[src/rtl/dc_motor_pkg.sv]
// Shared types and helpers for the ramped DC motor PWM driver.
package dc_motor_pkg;

    typedef enum logic [1:0] {
        IDLE = 2'd0,
        RUN  = 2'd1,
        STOP = 2'd2,
        DEAD = 2'd3
    } motor_state_t;

    // All-ones select means full on (2^cnt_w); otherwise the select is scaled
    // up to the counter range.
    function automatic logic [31:0] target_duty(
        input logic [31:0] psw,
        input int unsigned sel_w,
        input int unsigned cnt_w
    );
        logic [31:0] all_ones;
        all_ones = (32'd1 << sel_w) - 32'd1;
        if (psw == all_ones)
            return 32'd1 << cnt_w;
        return psw << (cnt_w - sel_w);
    endfunction

endpackage

[src/rtl/dc_motor_pwm_gen.sv]
// Free-running PWM counter with period-boundary duty latch and registered compare.
module dc_motor_pwm_gen
    import dc_motor_pkg::*;
#(
    parameter int unsigned CNT_W = 8
) (
    input  logic           clk,
    input  logic           rst,
    input  logic [CNT_W:0] duty_cur,
    input  logic           force_off,
    output logic [CNT_W:0] duty_act,
    output logic           pdcm
);

    logic [CNT_W-1:0] cnt;

    always_ff @(posedge clk or posedge rst) begin
        if (rst) begin
            cnt      <= '0;
            duty_act <= '0;
            pdcm     <= 1'b0;
        end else begin
            cnt <= cnt + CNT_W'(1);
            // Latching only at the last count keeps every period whole.
            if (cnt == '1)
                duty_act <= duty_cur;
            pdcm <= !force_off && ({1'b0, cnt} < duty_act);
        end
    end

endmodule

[src/rtl/dc_motor_pwm_ramp.sv]
// DC motor PWM driver with soft start/stop ramping, enable and dead-timed reversal.
module dc_motor_pwm_ramp
    import dc_motor_pkg::*;
#(
    parameter int unsigned SEL_W    = 3,
    parameter int unsigned CNT_W    = 8,
    parameter int unsigned RAMP_DIV = 16,
    parameter int unsigned DEAD_CYC = 32
) (
    input  logic             clk,
    input  logic             rst,
    input  logic             en,
    input  logic [SEL_W-1:0] psw,
    input  logic             dir_req,
    output logic             pdcm,
    output logic             pdir,
    output logic             at_speed,
    output logic             busy
);

    localparam int unsigned TICK_W = (RAMP_DIV > 1) ? $clog2(RAMP_DIV) : 1;
    localparam int unsigned DEAD_W = (DEAD_CYC > 1) ? $clog2(DEAD_CYC) : 1;
    localparam logic [TICK_W-1:0] TICK_LAST = TICK_W'(RAMP_DIV - 1);
    localparam logic [DEAD_W-1:0] DEAD_LOAD = DEAD_W'(DEAD_CYC - 1);

    motor_state_t      state;
    logic [CNT_W:0]    duty_cur;
    logic [CNT_W:0]    duty_act;
    logic [CNT_W:0]    psw_tgt;
    logic [CNT_W:0]    tgt;
    logic [TICK_W-1:0] tick;
    logic [DEAD_W-1:0] dead_cnt;
    logic              ramp_step;
    logic              force_off;

    always_comb begin
        psw_tgt   = (CNT_W+1)'(target_duty(32'(psw), SEL_W, CNT_W));
        tgt       = (state == RUN) ? psw_tgt : '0;
        ramp_step = (tick == TICK_LAST);
        force_off = (state == DEAD);
    end

    // One LSB per tick toward a target that may move at any time, so a
    // redirected ramp never overshoots.
    always_ff @(posedge clk or posedge rst) begin
        if (rst) begin
            tick     <= '0;
            duty_cur <= '0;
        end else begin
            tick <= ramp_step ? '0 : tick + TICK_W'(1);
            if (ramp_step) begin
                if (duty_cur < tgt)
                    duty_cur <= duty_cur + (CNT_W+1)'(1);
                else if (duty_cur > tgt)
                    duty_cur <= duty_cur - (CNT_W+1)'(1);
            end
        end
    end

    always_ff @(posedge clk or posedge rst) begin
        if (rst) begin
            state    <= IDLE;
            pdir     <= 1'b0;
            busy     <= 1'b0;
            at_speed <= 1'b0;
            dead_cnt <= '0;
        end else begin
            at_speed <= (state == RUN) && (duty_cur == tgt) && (duty_act == duty_cur);
            case (state)
                IDLE: begin
                    busy <= 1'b0;
                    if (en) begin
                        pdir  <= dir_req;
                        state <= RUN;
                    end
                end
                RUN: begin
                    if (!en || (dir_req != pdir)) begin
                        state <= STOP;
                        busy  <= 1'b1;
                    end else begin
                        busy <= 1'b0;
                    end
                end
                STOP: begin
                    busy <= 1'b1;
                    // Wait for the applied duty too, so the bridge is really off.
                    if ((duty_cur == '0) && (duty_act == '0)) begin
                        dead_cnt <= DEAD_LOAD;
                        state    <= DEAD;
                    end
                end
                DEAD: begin
                    if (dead_cnt == '0) begin
                        busy <= 1'b0;
                        if (en) begin
                            pdir  <= dir_req;
                            state <= RUN;
                        end else begin
                            state <= IDLE;
                        end
                    end else begin
                        busy     <= 1'b1;
                        dead_cnt <= dead_cnt - DEAD_W'(1);
                    end
                end
                default: begin
                    busy  <= 1'b0;
                    state <= IDLE;
                end
            endcase
        end
    end

    dc_motor_pwm_gen #(
        .CNT_W(CNT_W)
    ) u_pwm (
        .clk      (clk),
        .rst      (rst),
        .duty_cur (duty_cur),
        .force_off(force_off),
        .duty_act (duty_act),
        .pdcm     (pdcm)
    );

endmodule
[config.mk]
export PLATFORM = sky130hd
export DESIGN_NAME = dc_motor_pwm_ramp
export DESIGN_NICKNAME = d
export VERILOG_FILES = /design/src/rtl/dc_motor_pkg.sv /design/src/rtl/dc_motor_pwm_gen.sv /design/src/rtl/dc_motor_pwm_ramp.sv
export SDC_FILE = /design/constraint.sdc
export NUM_CORES = 1
export LEC_CHECK = 0
export CORE_MARGIN = 2
export CORE_UTILIZATION = 61
export DETAILED_ROUTE_END_ITERATION = 12
export GPL_TIMING_DRIVEN = 0
export PLACE_DENSITY = 0.8
export SYNTH_ARGS = -nofsm -noshare
export SYNTH_HDL_FRONTEND = slang
export SYNTH_SLANG_ARGS = --single-unit
[constraint.sdc]
create_clock -name clk -period 4.7 [get_ports clk]
set_input_delay 0.94 -clock clk [delete_from_list [all_inputs] [get_ports clk]]
set_output_delay 0.94 -clock clk [all_outputs]
set_load 0.005 [all_outputs]
==> results of run 1 <==
==> area by class of cell <==
| class | count | area [um^2] | share of cell area |
|---|---|---|---|
| Inverter | 23 | 86.3 | 0.0299 |
| Clock inverter | 2 | 35.0 | 0.0121 |
| Multi-Input combinational cell | 204 | 1480 | 0.514 |
| Sequential cell | 41 | 1030 | 0.356 |
| Tap cell | 50 | 62.6 | 0.0217 |
| Clock buffer | 5 | 68.8 | 0.0239 |
| Timing Repair Buffer | 10 | 100 | 0.0347 |
| Buffer | 5 | 22.5 | 0.00781 |
==> kinds of logic (layout without fill, tap and decap cells) <==
logic type | Yosys count | after routing | share of synthesized area
AND/OR/NAND/NOR | 80 | 80 | 0.156
AO/OA/AOI/OAI | 62 | 62 | 0.150
flip-flops | 41 | 41 | 0.392
adder cells (fa/ha/maj) | 28 | 28 | 0.137
buffers and inverters | 28 | 45 | 0.0416
XOR/XNOR | 23 | 23 | 0.0770
multiplexers | 11 | 11 | 0.0468
==> flip-flops by register name, summed over array words and instances, names as in the netlist <==
register / count
u_pwm.pdcm: 1
duty_cur: 9
tick: 4
state: 2
u_pwm.cnt: 8
busy: 1
u_pwm.duty_act: 9
at_speed: 1
pdir: 1
dead_cnt: 5
==> power breakdown <==
part / switching [mW] / leakage, nW / internal, mW
logic: 0.497 / 0.722 / 0.413
clock network: 0.123 / 0.0540 / 0.154
registers: 0.0961 / 0.502 / 0.425
==> per-stage QoR <==
| stage | setup TNS [ns] | setup slack, ns | area, um^2 | power (mW) |
|---|---|---|---|---|
| after global routing | 0 | 0.0297 | 2880 | 1.85 |
| after global placement | 0 | 0.0190 | 2780 | 1.39 |
| after floorplan | 0 | 0.924 | 2620 | 1.22 |
| after detailed placement | -0.0863 | -0.0863 | 2780 | 1.43 |
| after CTS | 0 | 0.240 | 2880 | 1.71 |
| final | 0 | 0.204 | 2880 | 1.71 |
==> cells in the final DEF (no fill, tap or decap), types with 5 or more instances in the layout <==
master	instances
ha_1	27
nand3_1	13
mux2_2	10
clkdlybuf4s50_1	10
dfrtp_1	41
nand2b_1	5
nand2_1	23
clkbuf_8	5
nor2_1	17
a21oi_1	15
inv_1	22
xor2_1	13
o21ai_0	22
xnor2_1	10
nor4_1	5
==> final timing paths <==
| path | start | end | depth (start not counted) |
|---|---|---|---|
| min in group asynchronous | rst | u_pwm.duty_act[7]$_DFFE_PP0N_ | 2 |
| worst max register to register | state[1]$_DFFE_PP0P_ | duty_cur[8]$_DFFE_PP0P_ | 13 |
| worst min-delay path | tick[0]$_DFF_PP0_ | tick[0]$_DFF_PP0_ | 1 |
| worst max-delay path | psw[0] | duty_cur[8]$_DFFE_PP0P_ | 13 |
| worst min register to register | tick[0]$_DFF_PP0_ | tick[0]$_DFF_PP0_ | 1 |
| max in group asynchronous | rst | dead_cnt[1]$_DFFE_PP0P_ | 2 |
==> per-layer routing <==
metal  global-route usage  vias up  wire length, um
li1                     -     1000                -
met5                    0        -                0
met3               0.0552        8              183
met2                0.361       30             2290
met1                0.312      940             2430
met4               0.0850        0               99
==> impl_metrics.yaml, run 1 <==
placement:
  numPortBuffers: 10
  gp_congestion: 0.848
  dpl.hpwl_um: 3750
  dp_cells: 333
worst_setup_path:
  max_stage_delay_ns: 0.52
  critPathRequiredTime_ns: 4.87
  cp_data_arrival_time_ns: 4.67
  crit_buf_inv: 1
  endpoint_kind: "register"
  critical_path.max_fanout: 10
  worst_path_max_delay_cell: "or4b_1"
  worstSetupStartpointType: "primary input"
  crit_type: "primary input to register"
  cp_cell_sequence: "clkdlybuf4s50_1 > nand2_1 > nand3_1 > ha_1 > and2b_2 > o21bai_1 > nand2_1 > ha_1 > nor2b_1 > o31a_1 > o21ai_0 > mux2i_1 > or4b_1"
  r2r_setup_slack_ns: 0.53
  crit_family: "simple AND/OR/NAND/NOR gates"
grt:
  grt_max_degree: 42
  grt_pass1_wl_um: 8890
  grt_usage: 0.230
  grt_pass1_vias: 1954
  antenna_found_initial: 0
  overflow: 0
sta:
  slew_headroom: 0.429
  setup_viol: 0
  rsz0062_at_grt: "false"
  finClkSkew_ns: 0.00316
  report.final.slew_viol_count: 0
  hold_violations: 0
  max_freq_mhz: 222
  period_share: 0.957
  period_needed_ns: 4.50
  tightest_slew_ns: 0.855
  fin_hold_ws_ns: 0.486
floorplanning:
  die_h_um: 69.5
  rows: 23
  ioPinCount: 11
  dieArea_um2: 4830
  die-width_um: 69.5
  core-area_um2: 4060
  start_util: 0.645
yosys:
  synth.distinct_cells: 44
  synth.area.top_cells: "dfrtp_1 39%, ha_1 13%, xor2_1 4.3%"
  syn_nets: 308
  synth.avg_cell_area_um2: 9.59
  synth_commonest_cells: "41 x dfrtp_1, 27 x ha_1, 23 x inv_1, 23 x nand2_1, 22 x o21ai_0"
  synth_edf_count: 0
  synth_cells: 273
  post-synth-top-count-cell: "dfrtp_1"
  synthFlopType: "dfrtp_1"
  ys_warn_count: 0
  syn-cell-area_um2: 2620
  async_reset_ff_frac: 1.00
  synth_seq_cells: 41
  yosys.area.top_type: "dfrtp_1"
  synth_top_area_frac: 0.392
  synth_seq_area_share: 0.392
outcome:
  status: "complete, no violations"
drt:
  final_antenna_net_count: 0
  vias_per_cell: 5.82
  route.vias.total: 1978
  routed_wl_um: 5000
  drtIter0Drc: 137
  firstDrtPassIters: 4
  post_drt_wl_per_cell_um: 14.7
  drc: 0
cells_and_area:
  layout-drive-gt1-share: 0.0966
  utilization: 0.711
  syn_to_final_growth_pct: 10.2
  n_fill_cell: 302
  fin_cells: 340
  fin_nets: 325
  diodes: 0
cts:
  cts_htree_levels: 2
  insertion_delay_ns: 0.30
  cts.sinks: 41
  post_cts_buffers: 0
  numCtsBuffers: 5
  clk_pin_slew_worst_paths_ns: 0.08
  cts_buffer_depth: 2
  cts_root_buffer: "clkbuf_8"
  cts_resized: 0
  cts_tree: "done"
  cts_hold_repair.buffers: 0
flow_run:
  max_cap_violations: 0
min_path:
  holdCritPathClass: "register to register"
pwr:
  power.density_nw_per_um2: 592
  ir_worst_vdd_mv: 0.472
  leakage_nw: 1.28
No activity file was read; power rests on OpenSTA's default activity.
==> run 2, diff against run 1 <==
==> constraint.sdc (replaced) <==
create_clock -name clk -period 4.7 [get_ports clk]
set_input_delay 0.47 -clock clk [delete_from_list [all_inputs] [get_ports clk]]
set_output_delay 0.47 -clock clk [all_outputs]
set_load 0.005 [all_outputs]
==> results of run 2 <==
Same layout as run 1 (identical final DEF). Status: complete, no violations.
Main changes from that run: setup slack after placement -0.0863 ns -> 0.384 ns; setup slack after layout 0.204 ns -> 0.534 ns; start point of the critical path psw[0] -> state[1]$_DFFE_PP0P_
